===== src/rtl/axi_axis_mc_reader_pkg.sv =====
// axi_axis_mc_reader_pkg: shared response code, region encodings and status-word layout
package axi_axis_mc_reader_pkg;
  localparam logic [1:0] RESP_OKAY = 2'b00;
  typedef enum logic {REGION_DATA = 1'b0, REGION_STATUS = 1'b1} region_e;
  function automatic int status_empty_bit(int w);
    return w - 1;
  endfunction
endpackage


===== src/rtl/axi_axis_mc_reader_if.sv =====
// axi_axis_mc_reader_if: AXI4-Lite register bus with master/slave modports
interface axi_axis_mc_reader_if #(
  parameter int ADDR_W = 16,
  parameter int DATA_W = 32
);
  logic [ADDR_W-1:0] awaddr, araddr;
  logic [DATA_W-1:0] wdata, rdata;
  logic awvalid, awready, wvalid, wready, bvalid, bready;
  logic arvalid, arready, rvalid, rready;
  logic [1:0] bresp, rresp;
  modport slave (
    input awaddr, awvalid, wdata, wvalid, bready, araddr, arvalid, rready,
    output awready, wready, bvalid, bresp, arready, rdata, rvalid, rresp
  );
  modport master (
    output awaddr, awvalid, wdata, wvalid, bready, araddr, arvalid, rready,
    input awready, wready, bvalid, bresp, arready, rdata, rvalid, rresp
  );
endinterface


===== src/rtl/axi_axis_mc_fifo.sv =====
// axi_axis_mc_fifo: single-channel prefetch FIFO with push, pop, flush (flush wins) and fill count
module axi_axis_mc_fifo #(
  parameter int W     = 32,
  parameter int DEPTH = 16
) (
  input  logic                       clk,
  input  logic                       rst,
  input  logic                       push,
  input  logic                       pop,
  input  logic                       flush,
  input  logic [W-1:0]               din,
  output logic [W-1:0]               dout,
  output logic [$clog2(DEPTH):0]     count,
  output logic                       full,
  output logic                       empty
);
  localparam int AW = $clog2(DEPTH);
  logic [W-1:0] mem [DEPTH];
  logic [AW-1:0] wp_q, wp_d, rp_q, rp_d;
  logic [AW:0] count_q, count_d;
  always_comb begin
    wp_d    = flush ? '0 : wp_q + AW'(push);
    rp_d    = flush ? '0 : rp_q + AW'(pop);
    count_d = flush ? '0 : count_q + (AW+1)'(push) - (AW+1)'(pop);
  end
  always_ff @(posedge clk or posedge rst)
    if (rst) begin
      wp_q    <= '0;
      rp_q    <= '0;
      count_q <= '0;
    end else begin
      wp_q    <= wp_d;
      rp_q    <= rp_d;
      count_q <= count_d;
    end
  always_ff @(posedge clk)
    if (push) mem[wp_q] <= din;
  assign dout  = mem[rp_q];
  assign count = count_q;
  assign full  = count_q == (AW+1)'(DEPTH);
  assign empty = count_q == '0;
endmodule


===== src/rtl/axi_axis_mc_reader.sv =====
// axi_axis_mc_reader: AXI4-Lite readout of CHANNELS stream FIFOs; AXI_AXIS_MC_READER_STATUS_EN adds status reads and flush writes
module axi_axis_mc_reader
  import axi_axis_mc_reader_pkg::*;
#(
  parameter int AXI_DATA_WIDTH = 32,
  parameter int AXI_ADDR_WIDTH = 16,
  parameter int CHANNELS       = 4,
  parameter int FIFO_DEPTH     = 16
) (
  input  logic                               aclk,
  input  logic                               areset,
  axi_axis_mc_reader_if.slave                s_axi,
  input  logic [CHANNELS*AXI_DATA_WIDTH-1:0] s_axis_tdata,
  input  logic [CHANNELS-1:0]                s_axis_tvalid,
  output logic [CHANNELS-1:0]                s_axis_tready
);
  localparam int W    = AXI_DATA_WIDTH;
  localparam int CW   = $clog2(CHANNELS);
  localparam int CIW  = CW > 0 ? CW : 1;
  localparam int CNTW = $clog2(FIFO_DEPTH) + 1;
  logic [CHANNELS-1:0] push, pop, flush, full, empty;
  logic [CHANNELS-1:0][W-1:0] dout;
  logic [CHANNELS-1:0][CNTW-1:0] cnt;
  logic [CIW-1:0] rch;
  region_e rreg;
  logic ar_hs, wr_hs, rvalid_d, rvalid_q, bvalid_d, bvalid_q, unused;
  logic [W-1:0] rval, rdata_d, rdata_q;
  assign rch   = CIW'((s_axi.araddr >> 2) & (CHANNELS - 1));
  assign rreg  = region_e'(s_axi.araddr[CW+2]);
  assign ar_hs = s_axi.arvalid & ~rvalid_q;
  assign wr_hs = s_axi.awvalid & s_axi.wvalid & ~bvalid_q;
`ifdef AXI_AXIS_MC_READER_STATUS_EN
  logic [CIW-1:0] wch;
  region_e wreg;
  assign wch  = CIW'((s_axi.awaddr >> 2) & (CHANNELS - 1));
  assign wreg = region_e'(s_axi.awaddr[CW+2]);
`endif
  for (genvar c = 0; c < CHANNELS; c++) begin : g_ch
    assign push[c] = s_axis_tvalid[c] & ~full[c];
    assign pop[c]  = ar_hs && rreg == REGION_DATA && rch == CIW'(c) && !empty[c];
`ifdef AXI_AXIS_MC_READER_STATUS_EN
    assign flush[c] = wr_hs && wreg == REGION_STATUS && s_axi.wdata[0] && wch == CIW'(c);
`else
    assign flush[c] = 1'b0;
`endif
    axi_axis_mc_fifo #(.W(W), .DEPTH(FIFO_DEPTH)) u_fifo (
      .clk(aclk), .rst(areset), .push(push[c]), .pop(pop[c]), .flush(flush[c]),
      .din(s_axis_tdata[c*W +: W]), .dout(dout[c]), .count(cnt[c]),
      .full(full[c]), .empty(empty[c])
    );
  end
  // the head is sampled before the edge that may flush or pop it
  always_comb begin
    rval = '0;
    if (rreg == REGION_DATA) rval = empty[rch] ? '0 : dout[rch];
`ifdef AXI_AXIS_MC_READER_STATUS_EN
    else begin
      rval[CNTW-1:0] = cnt[rch];
      rval[status_empty_bit(W)] = empty[rch];
    end
`endif
    rdata_d  = ar_hs ? rval : rdata_q;
    rvalid_d = ar_hs | (rvalid_q & ~s_axi.rready);
    bvalid_d = wr_hs | (bvalid_q & ~s_axi.bready);
  end
  always_ff @(posedge aclk or posedge areset)
    if (areset) begin
      rdata_q  <= '0;
      rvalid_q <= 1'b0;
      bvalid_q <= 1'b0;
    end else begin
      rdata_q  <= rdata_d;
      rvalid_q <= rvalid_d;
      bvalid_q <= bvalid_d;
    end
  assign s_axis_tready = ~full;
  assign s_axi.arready = ~rvalid_q;
  assign s_axi.rvalid  = rvalid_q;
  assign s_axi.rdata   = rdata_q;
  assign s_axi.rresp   = RESP_OKAY;
  assign s_axi.awready = wr_hs;
  assign s_axi.wready  = wr_hs;
  assign s_axi.bvalid  = bvalid_q;
  assign s_axi.bresp   = RESP_OKAY;
  assign unused = ^{s_axi.awaddr, s_axi.wdata, s_axi.araddr, cnt};
endmodule


===== src/flat_wrapper.sv =====
// flat-port wrapper written by rule: the top's interface ports become plain ports
module axi_axis_mc_reader_flat import axi_axis_mc_reader_pkg::*;
#(
  parameter int AXI_DATA_WIDTH = 32,
  parameter int AXI_ADDR_WIDTH = 16,
  parameter int CHANNELS       = 4,
  parameter int FIFO_DEPTH     = 16
)
  (aclk, areset, s_axis_tdata, s_axis_tvalid, s_axis_tready, s_axi_awaddr, s_axi_awvalid, s_axi_wdata, s_axi_wvalid, s_axi_bready, s_axi_araddr, s_axi_arvalid, s_axi_rready, s_axi_awready, s_axi_wready, s_axi_bvalid, s_axi_bresp, s_axi_arready, s_axi_rdata, s_axi_rvalid, s_axi_rresp);
  axi_axis_mc_reader_if #(.ADDR_W(16), .DATA_W(32)) s_axi_i ();
  input  logic aclk;
  input  logic areset;
  input  logic [CHANNELS*AXI_DATA_WIDTH-1:0] s_axis_tdata;
  input  logic [CHANNELS-1:0] s_axis_tvalid;
  output logic [CHANNELS-1:0] s_axis_tready;
  input wire logic [$bits(s_axi_i.awaddr)-1:0] s_axi_awaddr;
  input wire logic [$bits(s_axi_i.awvalid)-1:0] s_axi_awvalid;
  input wire logic [$bits(s_axi_i.wdata)-1:0] s_axi_wdata;
  input wire logic [$bits(s_axi_i.wvalid)-1:0] s_axi_wvalid;
  input wire logic [$bits(s_axi_i.bready)-1:0] s_axi_bready;
  input wire logic [$bits(s_axi_i.araddr)-1:0] s_axi_araddr;
  input wire logic [$bits(s_axi_i.arvalid)-1:0] s_axi_arvalid;
  input wire logic [$bits(s_axi_i.rready)-1:0] s_axi_rready;
  output wire logic [$bits(s_axi_i.awready)-1:0] s_axi_awready;
  output wire logic [$bits(s_axi_i.wready)-1:0] s_axi_wready;
  output wire logic [$bits(s_axi_i.bvalid)-1:0] s_axi_bvalid;
  output wire logic [$bits(s_axi_i.bresp)-1:0] s_axi_bresp;
  output wire logic [$bits(s_axi_i.arready)-1:0] s_axi_arready;
  output wire logic [$bits(s_axi_i.rdata)-1:0] s_axi_rdata;
  output wire logic [$bits(s_axi_i.rvalid)-1:0] s_axi_rvalid;
  output wire logic [$bits(s_axi_i.rresp)-1:0] s_axi_rresp;
  assign s_axi_i.awaddr = s_axi_awaddr;
  assign s_axi_i.awvalid = s_axi_awvalid;
  assign s_axi_i.wdata = s_axi_wdata;
  assign s_axi_i.wvalid = s_axi_wvalid;
  assign s_axi_i.bready = s_axi_bready;
  assign s_axi_i.araddr = s_axi_araddr;
  assign s_axi_i.arvalid = s_axi_arvalid;
  assign s_axi_i.rready = s_axi_rready;
  assign s_axi_awready = s_axi_i.awready;
  assign s_axi_wready = s_axi_i.wready;
  assign s_axi_bvalid = s_axi_i.bvalid;
  assign s_axi_bresp = s_axi_i.bresp;
  assign s_axi_arready = s_axi_i.arready;
  assign s_axi_rdata = s_axi_i.rdata;
  assign s_axi_rvalid = s_axi_i.rvalid;
  assign s_axi_rresp = s_axi_i.rresp;
  axi_axis_mc_reader #(.AXI_DATA_WIDTH(AXI_DATA_WIDTH), .AXI_ADDR_WIDTH(AXI_ADDR_WIDTH), .CHANNELS(CHANNELS), .FIFO_DEPTH(FIFO_DEPTH)) u_core (.aclk(aclk), .areset(areset), .s_axi(s_axi_i), .s_axis_tdata(s_axis_tdata), .s_axis_tvalid(s_axis_tvalid), .s_axis_tready(s_axis_tready));
endmodule

===== config.mk =====
export PLATFORM = sky130hd
export DESIGN_NAME = axi_axis_mc_reader_flat
export DESIGN_NICKNAME = d
export VERILOG_FILES = /design/src/rtl/axi_axis_mc_reader_pkg.sv /design/src/rtl/axi_axis_mc_reader_if.sv /design/src/rtl/axi_axis_mc_fifo.sv /design/src/rtl/axi_axis_mc_reader.sv /design/src/flat_wrapper.sv
export SDC_FILE = /design/constraint.sdc
export NUM_CORES = 2
export LEC_CHECK = 0
export CAP_MARGIN = 20
export CORE_MARGIN = 2
export CORE_UTILIZATION = 44
export DETAILED_ROUTE_END_ITERATION = 8
export HOLD_SLACK_MARGIN = 0.08
export PLACE_DENSITY = 0.63
export SLEW_MARGIN = 15
export SYNTH_ARGS = -nofsm -noshare
export SYNTH_HDL_FRONTEND = slang
export SYNTH_SLANG_ARGS = --single-unit

===== constraint.sdc =====
create_clock -name aclk -period 10.9 [get_ports aclk]
set_input_delay 1.635 -clock aclk [delete_from_list [all_inputs] [get_ports aclk]]
set_output_delay 1.635 -clock aclk [all_outputs]
set_load 0.005 [all_outputs]

# After elaboration in Yosys (flattened, before gate mapping)
# Memories as Yosys holds them, arrays and structs flattened.
# Cells that the tools add are included.
# word_totals
output_inout_bits	45
n_memories	4
word_cells	96
mem_bits_ro	0
reg_bits	86
in_bits	203
ram_bits	2048
latchBits	0
# classes
n_mul	0
magnitude_cmp	1
add_sub_neg	16
shift	0
reduce_logical	18
n_eq_ne	7
mux	14
n_bitwise	21
div	0
# memory_table
memory	depth	width	rd	rd_ports_with_merged_regs	write_ports	line_no	text
u_core.g_ch[0].u_fifo.mem	16	32	1	0	1	axi_axis_mc_fifo.sv:18	logic [W-1:0] mem [DEPTH];
u_core.g_ch[1].u_fifo.mem	16	32	1	0	1	axi_axis_mc_fifo.sv:18	
u_core.g_ch[2].u_fifo.mem	16	32	1	0	1	axi_axis_mc_fifo.sv:18	
u_core.g_ch[3].u_fifo.mem	16	32	1	0	1	axi_axis_mc_fifo.sv:18	
# ops
cell	count
$mux 32	3
$bmux 32 s2	1
$add 4x1->4	8
$add 5x1->5	4
$eq 5x5->1 const B	4
$logic_not 5->1	4
$sub 5x1->5	4
$and 1x1->1	9
$logic_and 1x1->1	9
$mux 1	9
$not 1->1	9
$eq 2x2->1 const B	2
$logic_not 1->1	4
$not 4->4	1
$lt 2x3->1 const B	1
$bmux 1 s2	1
$eq 2x1->1 const B	1
$logic_not 2->1	1
$or 1x1->1	2

# Depth between registers and ports, before layout
# logic_depth
depth_word	6
mapped_depth	14
mapped_depth_nobuf	14

# Cells and area by module
# Synthesis repeated with hierarchy kept, for this count alone.
# unflattened
hier_cells	3695
area_unflattened_um2	82126.3
# modules_own_cells
module	n_inst	cells_each	area_each_um2	seq_area_each_um2
axi_axis_mc_fifo (u_core.g_ch[1].u_fifo ...)	3	871	19894.1	15700.1
axi_axis_mc_fifo (u_core.g_ch[0].u_fifo)	1	871	19914.1	15700.1
axi_axis_mc_reader	1	211	2529.9	850.8

# Least setup slack after synthesis
# Ideal clock, no wire load.
# synth_timing
path_type	input to register
from	input port s_axis_tvalid[3]
to	memory u_core.g_ch[3].u_fifo.mem[0][0], enable pin
slack_ns	5.806
required_time_ns	10.439
path_buffers	1
path_stages	4
t_arrival_ns	4.633
setup_ns	0.461
cell_sequence	and2_1 > clkbuf_1 > or3b_2 > nor3_1
# synth_between
elab_chain_len	3
# synth_lines
element	line_no	text
start, declared	flat_wrapper.sv:14	input logic [CHANNELS-1:0] s_axis_tvalid;
$and 1x1->1	axi_axis_mc_reader.sv:39	assign push[c] = s_axis_tvalid[c] & ~full[c];
$mux 1	axi_axis_mc_fifo.sv:37	if (push) mem[wp_q] <= din;
$mux 1 (not written as such)	axi_axis_mc_fifo.sv:37	
end, declared	axi_axis_mc_fifo.sv:18	
# No other way between the ends.

# Worst setup path in the final report
# layout_timing
from	input port s_axi_awvalid
to	output port s_axi_wready
# layout_between
elab_chain_len	2
# layout_lines
element	line_no	text
start, declared	flat_wrapper.sv:17	input wire logic [$bits(s_axi_i.awvalid)-1:0] s_axi_awvalid;
$and 1x1->1 (2 in a row)	axi_axis_mc_reader.sv:31	assign wr_hs = s_axi.awvalid & s_axi.wvalid & ~bvalid_q;
end, declared	flat_wrapper.sv:25	output wire logic [$bits(s_axi_i.wready)-1:0] s_axi_wready;
# No other way between the ends.

==> run_results.csv <==
group,metric,value,unit
drt,routed_wl,200,mm
drt,vias,41588,
finish,area_growth,14.2,%
worst_hold_path,min-delay-start,"u_core.s_axi.rdata[2]",
global_route,grtUsageTotal,0.206,
cts,cts.reportedPaths.clkPinSlew,0.06,ns
worst_hold_path,hold_class,"reg2reg",
sta,timing.fmax,224,MHz
worst_setup_path,startpoint,"s_axi_awvalid",
die,fp.dieH,438,µm
sta,slew_headroom,0.228,
pwr,p_leak,30.8,nW
sta,hold-worst-slack,0.502,ns
drt,ant_nets,0,
worst_setup_path,crit_end,"s_axi_wready",
finish,stdcell_count,7317,
drt,post-route-drc-count,0,
global_route,grt_pass1_wl,287,mm
yosys,synth_common_cells,"edfxtp_1, mux2i_1, mux4_2, nand3_1, nand2_1",
worst_setup_path,worstReg2RegStart,"u_core.g_ch[1].u_fifo.rp_q[0]",
global_route,antenna_found_initial,42,
drt,first_iter_violations,3628,
placement,post_dp_cell_area,88100,µm²
yosys,ys_types,40,
sta,fin_skew,0.0362,ns
global_route,overflow,0,
placement,dp.cells,6919,
placement,port_buffers,182,
sta,rsz0062_at_grt,"false",
drt,via_per_inst,5.68,
worst_setup_path,cp.required,9.27,ns
placement,gp_congestion,0.856,
die,start_util,0.443,
worst_setup_path,rr_worst_depth,7,
worst_setup_path,rrSetupSlack,6.68,ns
cts,holdBufCountCts,0,
sta,fin_crit_sh,0.409,
finish,design_area,94800,µm²
yosys,ys_warn_count,0,
pwr,ir_drop,0.222,mV
finish,fillCellCount,15029,
die,core_area,188000,µm²
worst_setup_path,crit_type,"in2out",
drt,wire_per_inst,27.3,µm
worst_setup_path,start_kind,"input pin",
cts,cts_root_buf,"clkbuf_16",
yosys,syn_area,83000,µm²
pwr,power_density,238,nW/µm²
yosys,synth_top_area_frac,0.741,
yosys,synth_cells,4390,
sta,drv_slew,0,
cts,cts_tree,"done",
sta,finalHoldViolCount,0,
sta,period_minus_slack,4.46,ns
cts,cts_sinks,2134,
die,rows,159,
run_status,status,"finished clean",
sta,tightestPinTransition,1.16,ns
die,num_io_pins,248,
cts,cts_max_path_buffers,3,
yosys,async_flop_share,0.0403,
finish,fin_nets,4882,
yosys,synthTopCellsByArea,"edfxtp_1, mux2i_1, mux4_2",
global_route,grt_pass1_vias,41201,
cts,cts.repair.resized,0,
cts,clk_latency,0.84,ns
worst_setup_path,cp-end-kind,"primary output",
placement,hpwlAfterDp,111,mm
worst_setup_path,critPathMaxFanout,2,
finish,layout-drive-gt1-share,0.149,
worst_setup_path,crit_arrival,2.82,ns
run,maxCapViolCount,0,
drt,dr.pass1.iters,6,
sta,tns,0,ns
yosys,avgSynthCellArea,18.9,µm²
die,die_w,438,µm
cts,cts_setup_buffers,0,
global_route,grt_max_degree,70,
cts,cts-buffers-inserted,209,
worst_setup_path,r2r_end,"u_core.s_axi.rdata[24]",
yosys,seq_area_frac_synth,0.766,
yosys,synth-seq-cells,2134,
sta,setup_violations,0,
yosys,synth.most_common_cell,"edfxtp_1",
cts,htreeDepth,4,
yosys,synth_top_cell_by_area,"edfxtp_1",
die,die_area,192000,µm²
yosys,yosys_most_used_dff,"edfxtp_1",
yosys,synth-edff-count,2048,
[area by class of cell]
cell class                      instances  area, µm²  share of cell area
Inverter                               33        126             0.00133
Clock buffer                          261       5560              0.0586
Tap cell                             2495       3120              0.0329
Multi-Input combinational cell       1969      18600               0.196
Sequential cell                      2134      63700               0.671
Timing Repair Buffer                  288       2620              0.0276
Antenna cell                           10       25.0            0.000264
Clock inverter                        127       1140              0.0121
[stage by stage]
stage	power (mW)	worst slack [ns]	utilization
finish	22.6	6.44	0.506
detailed placement	15.8	5.93	0.470
global placement	15.7	5.94	0.470
floorplan	14.1	5.81	-
global route	23.5	6.37	0.506
CTS	22.8	6.44	0.505
[registers in the layout (all words and copies together) (netlist names)]
register,count
u_core.g_ch.u_fifo.count,20
u_core.g_ch.u_fifo.mem,2048
u_core.g_ch.u_fifo.rp_q,16
u_core.g_ch.u_fifo.wp_q,16
u_core.s_axi.bvalid,1
u_core.s_axi.rdata,32
u_core.s_axi.rvalid,1
[cell families (layout without fill, tap and decap cells)]
| group | after synthesis | in the layout | share of synthesized area |
|---|---|---|---|
| DFF | 2134 | 2134 | 0.766 |
| xor gates and xnor gates | 32 | 32 | 0.00338 |
| adders and majority gates | 44 | 44 | 0.00699 |
| other | 1 | 14 | 0.0000452 |
| and+or+nand+nor | 562 | 562 | 0.0333 |
| muxes | 898 | 898 | 0.137 |
| buffers and inverters | 290 | 709 | 0.0159 |
| AOI/OAI and AO/OA | 429 | 429 | 0.0366 |
[layer usage]
| layer | track usage | routed length [µm] | vias to the layer above |
|---|---|---|---|
| li1 | - | - | 18209 |
| met1 | 0.274 | 81600 | 21791 |
| met2 | 0.338 | 98300 | 1284 |
| met3 | 0.0483 | 14600 | 290 |
| met4 | 0.0599 | 5020 | 14 |
| met5 | 0 | 86 | - |
[critical path: stages]
cell	delay (ns)
clkdlybuf4s50_1	0.46
nand2_1	0.07
nor2_1	0.13
clkdlybuf4s50_1	0.53
[power by group]
group / internal, mW / switching (mW)
sequential: 9.94 / 0.569
clock: 3.98 / 3.06
combinational: 2.08 / 2.99
[worst min-delay path by stage]
stage                                          endpoint  slack (ns)  cells past startpoint
after floorplan           u_core.g_ch[1].u_fifo.rp_q[3]        0.46                      1
after global placement           u_core.s_axi.rdata[19]        0.47                      2
after detailed placement         u_core.s_axi.rdata[19]        0.47                      2
after CTS                 u_core.g_ch[1].u_fifo.rp_q[3]        0.50                      1
after global routing      u_core.g_ch[1].u_fifo.rp_q[3]        0.52                      1
final                             u_core.s_axi.rdata[2]        0.50                      2
[cell usage in the layout, fill, tap and decap left out, drive strengths merged, types with 42 or more instances in the layout]
master and count:
edfxtp 2048, mux2i 705, clkbuf 261, mux4 193, clkdlybuf4s50 182, nand3 171
nand2 168, a22oi 160, buf 106, a21oi 104, clkinv 95, dfrtp 86
o22ai 64, nor2 61, inv 42
Note: power is estimated with default switching activity, not from simulation.
